$ cat src/rtl/counter_gray_receiver_if.sv
// Bus bundle for counter_gray_receiver: Gray count in, decoded count/delta out, consumer handshake.
// The master side drives gray_in, delta_ack and error_clear; the slave side is the receiver.
interface counter_gray_receiver_if #(
    parameter int W = 8
);
    logic [W-1:0] gray_in;
    logic [W-1:0] count;
    logic [W-1:0] delta;
    logic         delta_valid;
    logic         delta_ack;
    logic         error;
    logic         error_clear;

    modport master (
        output gray_in, delta_ack, error_clear,
        input  count, delta, delta_valid, error
    );

    modport slave (
        input  gray_in, delta_ack, error_clear,
        output count, delta, delta_valid, error
    );
endinterface

$ cat src/rtl/counter_gray_receiver.sv
// Synchronises a foreign-domain Gray count, decodes it, accumulates increments for a consumer and flags illegal transitions.
// Optional macro COUNTER_GRAY_RECEIVER_GLITCH_FILTER_EN: a changed sample must hold for 2 cycles before it is accepted.
module counter_gray_receiver #(
    parameter int MAX_VALUE   = 255,
    parameter int SYNC_STAGES = 2
) (
    input  logic                  i_clk,
    input  logic                  i_reset,
    counter_gray_receiver_if.slave bus
);
    localparam int W  = $clog2(MAX_VALUE + 1);
    localparam int CW = $clog2(SYNC_STAGES + 1);

    typedef enum logic {
        INIT,
        TRACK
    } state_t;

    state_t         r_state;
    logic [W-1:0]   r_sync [SYNC_STAGES];
    logic [CW-1:0]  r_initCnt;
    logic [W-1:0]   r_prev;
    logic [W-1:0]   r_count;
    logic [W-1:0]   r_delta;
    logic           r_deltaValid;
    logic           r_error;
`ifdef COUNTER_GRAY_RECEIVER_GLITCH_FILTER_EN
    logic [W-1:0]   r_cand;
    logic           r_candValid;
`endif

    logic [W-1:0]   w_sample;
    logic [W-1:0]   w_diff;
    logic [W-1:0]   w_newBin;
    logic           w_changed;
    logic           w_accept;
    logic           w_illegal;
    logic [W:0]     w_stepRaw;
    logic [W:0]     w_step;
    logic [W-1:0]   w_base;
    logic [W:0]     w_sum;
    logic [W-1:0]   w_nextDelta;

    function automatic logic [W-1:0] gray2bin(input logic [W-1:0] g);
        logic [W-1:0] b;
        b[W-1] = g[W-1];
        for (int i = W - 2; i >= 0; i--) begin
            b[i] = b[i+1] ^ g[i];
        end
        return b;
    endfunction

    assign w_sample = r_sync[SYNC_STAGES-1];

    // Old value is always the current count, so the wrap step needs no second decode.
    always_comb begin
        w_diff    = w_sample ^ r_prev;
        w_newBin  = gray2bin(w_sample);
        w_changed = (r_state == TRACK) && (w_sample != r_prev);
`ifdef COUNTER_GRAY_RECEIVER_GLITCH_FILTER_EN
        w_accept  = w_changed && r_candValid && (w_sample == r_cand);
`else
        w_accept  = w_changed;
`endif
        w_illegal = ((w_diff & (w_diff - W'(1))) != '0) ||
                    ({1'b0, w_newBin} > (W+1)'(MAX_VALUE));
        if (w_newBin >= r_count) begin
            w_stepRaw = {1'b0, w_newBin} - {1'b0, r_count};
        end else begin
            w_stepRaw = {1'b0, w_newBin} + (W+1)'(MAX_VALUE + 1) - {1'b0, r_count};
        end
        w_step      = (w_accept && !w_illegal) ? w_stepRaw : '0;
        w_base      = (bus.delta_ack && r_deltaValid) ? '0 : r_delta;
        w_sum       = {1'b0, w_base} + w_step;
        w_nextDelta = (w_sum > (W+1)'(MAX_VALUE)) ? W'(MAX_VALUE) : w_sum[W-1:0];
    end

    always_ff @(posedge i_clk) begin
        if (!i_reset) begin
            for (int i = 0; i < SYNC_STAGES; i++) begin
                r_sync[i] <= '0;
            end
            r_state      <= INIT;
            r_initCnt    <= '0;
            r_prev       <= '0;
            r_count      <= '0;
            r_delta      <= '0;
            r_deltaValid <= 1'b0;
            r_error      <= 1'b0;
`ifdef COUNTER_GRAY_RECEIVER_GLITCH_FILTER_EN
            r_cand       <= '0;
            r_candValid  <= 1'b0;
`endif
        end else begin
            r_sync[0] <= bus.gray_in;
            for (int i = 1; i < SYNC_STAGES; i++) begin
                r_sync[i] <= r_sync[i-1];
            end
            r_delta      <= w_nextDelta;
            r_deltaValid <= (w_nextDelta != '0);
            if (w_accept && w_illegal) begin
                r_error <= 1'b1;
            end else if (bus.error_clear) begin
                r_error <= 1'b0;
            end
            case (r_state)
                INIT: begin
                    if (r_initCnt == CW'(SYNC_STAGES)) begin
                        r_prev  <= w_sample;
                        r_count <= w_newBin;
                        r_state <= TRACK;
                    end else begin
                        r_initCnt <= r_initCnt + CW'(1);
                    end
                end
                TRACK: begin
                    if (w_accept) begin
                        r_prev  <= w_sample;
                        r_count <= w_newBin;
                    end
`ifdef COUNTER_GRAY_RECEIVER_GLITCH_FILTER_EN
                    // A sample that reverts before confirmation just clears the candidate.
                    if (w_changed && !w_accept) begin
                        r_cand      <= w_sample;
                        r_candValid <= 1'b1;
                    end else begin
                        r_candValid <= 1'b0;
                    end
`endif
                end
                default: r_state <= INIT;
            endcase
        end
    end

    assign bus.count       = r_count;
    assign bus.delta       = r_delta;
    assign bus.delta_valid = r_deltaValid;
    assign bus.error       = r_error;
endmodule

$ cat src/flat_wrapper.sv
// flat-port wrapper written by rule: the top's interface ports become plain ports
module counter_gray_receiver_flat 
#(
    parameter int MAX_VALUE   = 255,
    parameter int SYNC_STAGES = 2
)
  (i_clk, i_reset, bus_gray_in, bus_delta_ack, bus_error_clear, bus_count, bus_delta, bus_delta_valid, bus_error);
  counter_gray_receiver_if #(.W(8)) bus_i ();
  input  logic i_clk;
  input  logic i_reset;
  input wire logic [$bits(bus_i.gray_in)-1:0] bus_gray_in;
  input wire logic [$bits(bus_i.delta_ack)-1:0] bus_delta_ack;
  input wire logic [$bits(bus_i.error_clear)-1:0] bus_error_clear;
  output wire logic [$bits(bus_i.count)-1:0] bus_count;
  output wire logic [$bits(bus_i.delta)-1:0] bus_delta;
  output wire logic [$bits(bus_i.delta_valid)-1:0] bus_delta_valid;
  output wire logic [$bits(bus_i.error)-1:0] bus_error;
  assign bus_i.gray_in = bus_gray_in;
  assign bus_i.delta_ack = bus_delta_ack;
  assign bus_i.error_clear = bus_error_clear;
  assign bus_count = bus_i.count;
  assign bus_delta = bus_i.delta;
  assign bus_delta_valid = bus_i.delta_valid;
  assign bus_error = bus_i.error;
  counter_gray_receiver #(.MAX_VALUE(MAX_VALUE), .SYNC_STAGES(SYNC_STAGES)) u_core (.i_clk(i_clk), .i_reset(i_reset), .bus(bus_i));
endmodule
$ cat config.mk
export PLATFORM = sky130hd
export DESIGN_NAME = counter_gray_receiver_flat
export DESIGN_NICKNAME = d
export VERILOG_FILES = /design/src/rtl/counter_gray_receiver_if.sv /design/src/rtl/counter_gray_receiver.sv /design/src/flat_wrapper.sv
export SDC_FILE = /design/constraint.sdc
export NUM_CORES = 1
export LEC_CHECK = 0
export ABC_AREA = 1
export CAP_MARGIN = 10
export CORE_MARGIN = 2
export CORE_UTILIZATION = 57
export CTS_CLUSTER_SIZE = 30
export DETAILED_ROUTE_END_ITERATION = 8
export GPL_TIMING_DRIVEN = 0
export PLACE_DENSITY = 0.87
export SYNTH_ARGS = -nofsm -noshare
export SYNTH_HDL_FRONTEND = slang
export SYNTH_SLANG_ARGS = --single-unit
export TNS_END_PERCENT = 50
$ cat constraint.sdc
create_clock -name i_clk -period 4.42 [get_ports i_clk]
set_clock_uncertainty 0.2 [all_clocks]
set_input_delay 0.442 -clock i_clk [delete_from_list [all_inputs] [get_ports i_clk]]
set_output_delay 0.442 -clock i_clk [all_outputs]
set_load 0.01 [all_outputs]
==> flow_metrics.tcl <==
set metrics [dict create \
    finalCriticalPeriod_ns 4.21 \
    grt_first_pass_wirelength_mm 9.52 \
    first_global_vias 2271 \
    p_leak_nw 1.80 \
    ctsLongestPathBuffers 2 \
    power.density_cell_area_nw_per_um2 618 \
    crit_type "register to register" \
    post_synth_num_cell_types 36 \
    final_layout_size_suffix_gt1_share_pct 17.6 \
    fmax_ghz 0.238 \
    switching_share_pct 46.4 \
    n_fill_cell 350 \
    final_cell_area_um2 3410 \
    hold_viol 0 \
    ys.warnings.count 0 \
    remaining_drc_errors 0 \
    grt_util_all_layers_pct 22.4 \
    yosys.area_share.adder_pct 9.12 \
    postRouteAntennaNets 0 \
    detail_route.vias_per_cell 5.13 \
    detailroute.via_count 2543 \
    hold_ws_ns 0.215 \
    worstSetupEndpointType "register" \
    drt_iter0_drc 171 \
    mappedNetlistArea_um2 2770 \
    postSynthCellCount 401 \
    cp-start-kind "register" \
    synth-compound-area-share_pct 10.9 \
    run_status "completed" \
    avgRoutedWirePerCell_um 12.3 \
    placed_area_um2 3130 \
    transition_at_the_pin_with_the_smallest_max_transition_slack_ns 0.539 \
    critPathMostFrequentCell "nand2_4" \
    setup_violations 0 \
    vdd_ir_drop_max_uv 348 \
    worst-endpoint-arrival_ns 4.20 \
    final.setup.tns_ns 0 \
    cp_data_required_time_ns 4.41 \
    dominant_combinational_cell_family_by_area_after_synthesis "simple AND/OR/NAND/NOR gates" \
    port_buffer_count 29 \
    syn_area_per_cell_um2 6.91 \
    worstHoldPathType "register to register" \
    synthesis.nets 432 \
    part_of_the_power_in_registers_pct 27.5 \
    maxSlewHeadroom_pct 64.0 \
    globalRoute.totalOverflow 0 \
    effective_utilization_at_floorplan_pct 59.0 \
    synthDominantCellAreaShare_pct 31.8 \
    detail_route.first_pass.iterations 4 \
    syn2layout_area_growth_pct 23.0 \
    design.final.nets 473 \
    grt_start_max_net_pins 14 \
    die_area_um2 5430 \
    synthXorXnorAreaFrac_pct 4.70 \
    cts-htree-levels 2 \
    die_width_um 73.7 \
    synth-seq-area-share_pct 31.8 \
    numClockSinks 44 \
    die_height_um 73.7 \
    dp_hpwl_mm 4.45 \
    rows 25 \
    combinationalPowerShare_pct 61.0 \
    p_int_mw 1.13 \
    root_buffer "clkbuf_8" \
    cpPeakStageDelay_ns 0.38 \
    gp_congestion 1.04 \
    synth.top_cells.by_area "dfxtp_1, nand2_1, inv_1, ha_1, a21oi_1" \
    drv_slew 0 \
    p_sw_mw 0.978 \
    cp_slowest_cell "fa_2" \
    antenna-diode-count 0 \
    post_synth_mux_area_share_pct 0 \
    worst_skew_pair_later_pin_latency_ns 0.30 \
    worstPathMaxFanout 4 \
    cts_inserted_buffers 5 \
    clock_tree_from_tritoncts "yes" \
    synthDominantAreaCellType "dfxtp_1" \
    yosys_register_bits 44 \
    synth_simple_gate_area_share_pct 29.8 \
    core-area_um2 4690 \
    routed_wirelength_mm 6.10 \
    grt_antenna_before_repair 0 \
    io_pins 30 \
    ratio_of_final_minimum_period_to_clock_period_pct 95.2 \
    clock_share_of_power_pct 11.5 \
    clkSlewWorstSetupHoldPaths_ns 0.08 \
    max_cap_violation_count 0 \
]
-- cell type report --
cell class                      instances  area (um^2)  area share (%)
Multi-Input combinational cell        261         1670            49.0
Sequential cell                        44          883            25.9
Inverter                               89          337            9.88
Timing Repair Buffer                   34          328            9.62
Clock buffer                            5         68.8            2.02
Tap cell                               54         67.6            1.98
Buffer                                  7         42.5            1.25
Clock inverter                          2         12.5           0.367
-- per-layer routing --
metal,vias to the layer above,track usage (%),wire (um)
li1,1311,-,-
met1,1160,27.8,2570
met2,62,37.8,3080
met3,10,5.08,336
met4,0,7.88,107
met5,-,0,0
-- worst paths after layout --
| check | startpoint | to | slack, ns | depth (start not counted) |
|---|---|---|---|---|
| max reg2reg | u_core.r_sync[0][15] | u_core.bus.delta_valid | 0.21 | 32 |
| min reg2reg | u_core.r_sync[0][7] | u_core.r_sync[0][15] | 0.22 | 2 |
| max | u_core.r_sync[0][15] | u_core.bus.delta_valid | 0.21 | 32 |
| min | u_core.r_sync[0][7] | u_core.r_sync[0][15] | 0.22 | 2 |
-- placed cells by master, fill, tap and decap left out, drive strengths merged, types with 3 or more instances in the layout --
master | Yosys | final
a21oi | 27 | 27
a31oi | 3 | 3
buf | 4 | 9
clkbuf | 3 | 8
clkdlybuf4s50 | 0 | 29
dfxtp | 44 | 44
ha | 17 | 17
inv | 88 | 89
nand2 | 112 | 112
nand3 | 24 | 24
nor2 | 33 | 33
o21ai | 19 | 19
xnor2 | 5 | 5
xor2 | 9 | 9
-- metrics by stage --
step | power (mW) | setup WS [ns] | cells | util [%]
after floorplan | 1.45 | 0.561 | 401 | -
after global placement | 1.72 | 0.179 | 484 | 66.7
after detailed placement | 1.76 | 0.0281 | 484 | 66.7
after CTS | 2.01 | 0.0677 | 491 | 68.5
after global routing | 2.27 | -0.0765 | 496 | 72.6
final | 2.11 | 0.211 | 496 | 72.6
-- cell usage after synthesis (all sizes together) --
| library cell | count |
|---|---|
| clkinv | 1 |
| a31oi | 3 |
| fa | 2 |
| a21oi | 27 |
| o21bai | 1 |
| nand3 | 24 |
| xnor2 | 5 |
| o21ai | 19 |
| nand4 | 2 |
| nor2 | 33 |
| a211oi | 1 |
| o211ai | 2 |
| xor2 | 9 |
| clkbuf | 3 |
| nor3 | 1 |
| buf | 4 |
| inv | 88 |
| dfxtp | 44 |
| o31ai | 1 |
| nand2 | 112 |
| nor4 | 2 |
| ha | 17 |
-- state kept, by name (all words and copies together), names as in the netlist --
signal / count
u_core.bus.count: 8
u_core.r_sync: 16
u_core.bus.delta: 8
u_core.r_initCnt: 2
u_core.r_prev: 7
u_core.bus.delta_valid: 1
u_core.r_state: 1
u_core.bus.error: 1
-- cell families after synthesis --
family,count (synthesis)
buffers and inverters,96
and+or+nand+nor,174
xor gates and xnor gates,14
AOI/OAI and AO/OA,54
DFF,44
adders and majority gates,19
-- worst max-delay path: cells and delay by family, from the launching register on --
kind | cells | cell delay, ns
AND/OR/NAND/NOR | 21 | 1.88
XOR/XNOR | 2 | 0.35
adder cells (fa/ha/maj) | 3 | 0.88
buffers and inverters | 4 | 0.25
flip-flops | 1 | 0.35
AO/OA/AOI/OAI | 2 | 0.20
-- power groups by stage --
stage	Clock [mW]	Sequential, mW	Combinational, mW
floorplan	0	0.599	0.854
global placement	0	0.577	1.14
detailed placement	0	0.585	1.18
CTS	0.249	0.576	1.19
global route	0.262	0.592	1.42
finish	0.243	0.579	1.29
-- timing repair --
action	4_1_cts	5_1_grt
buffers inserted	0	5
hold buffers	0	0
endpoints found under the setup margin	1	9
gates resized for setup	1	36
pin swaps	0	15
Power figures use the tool's default switching activity.
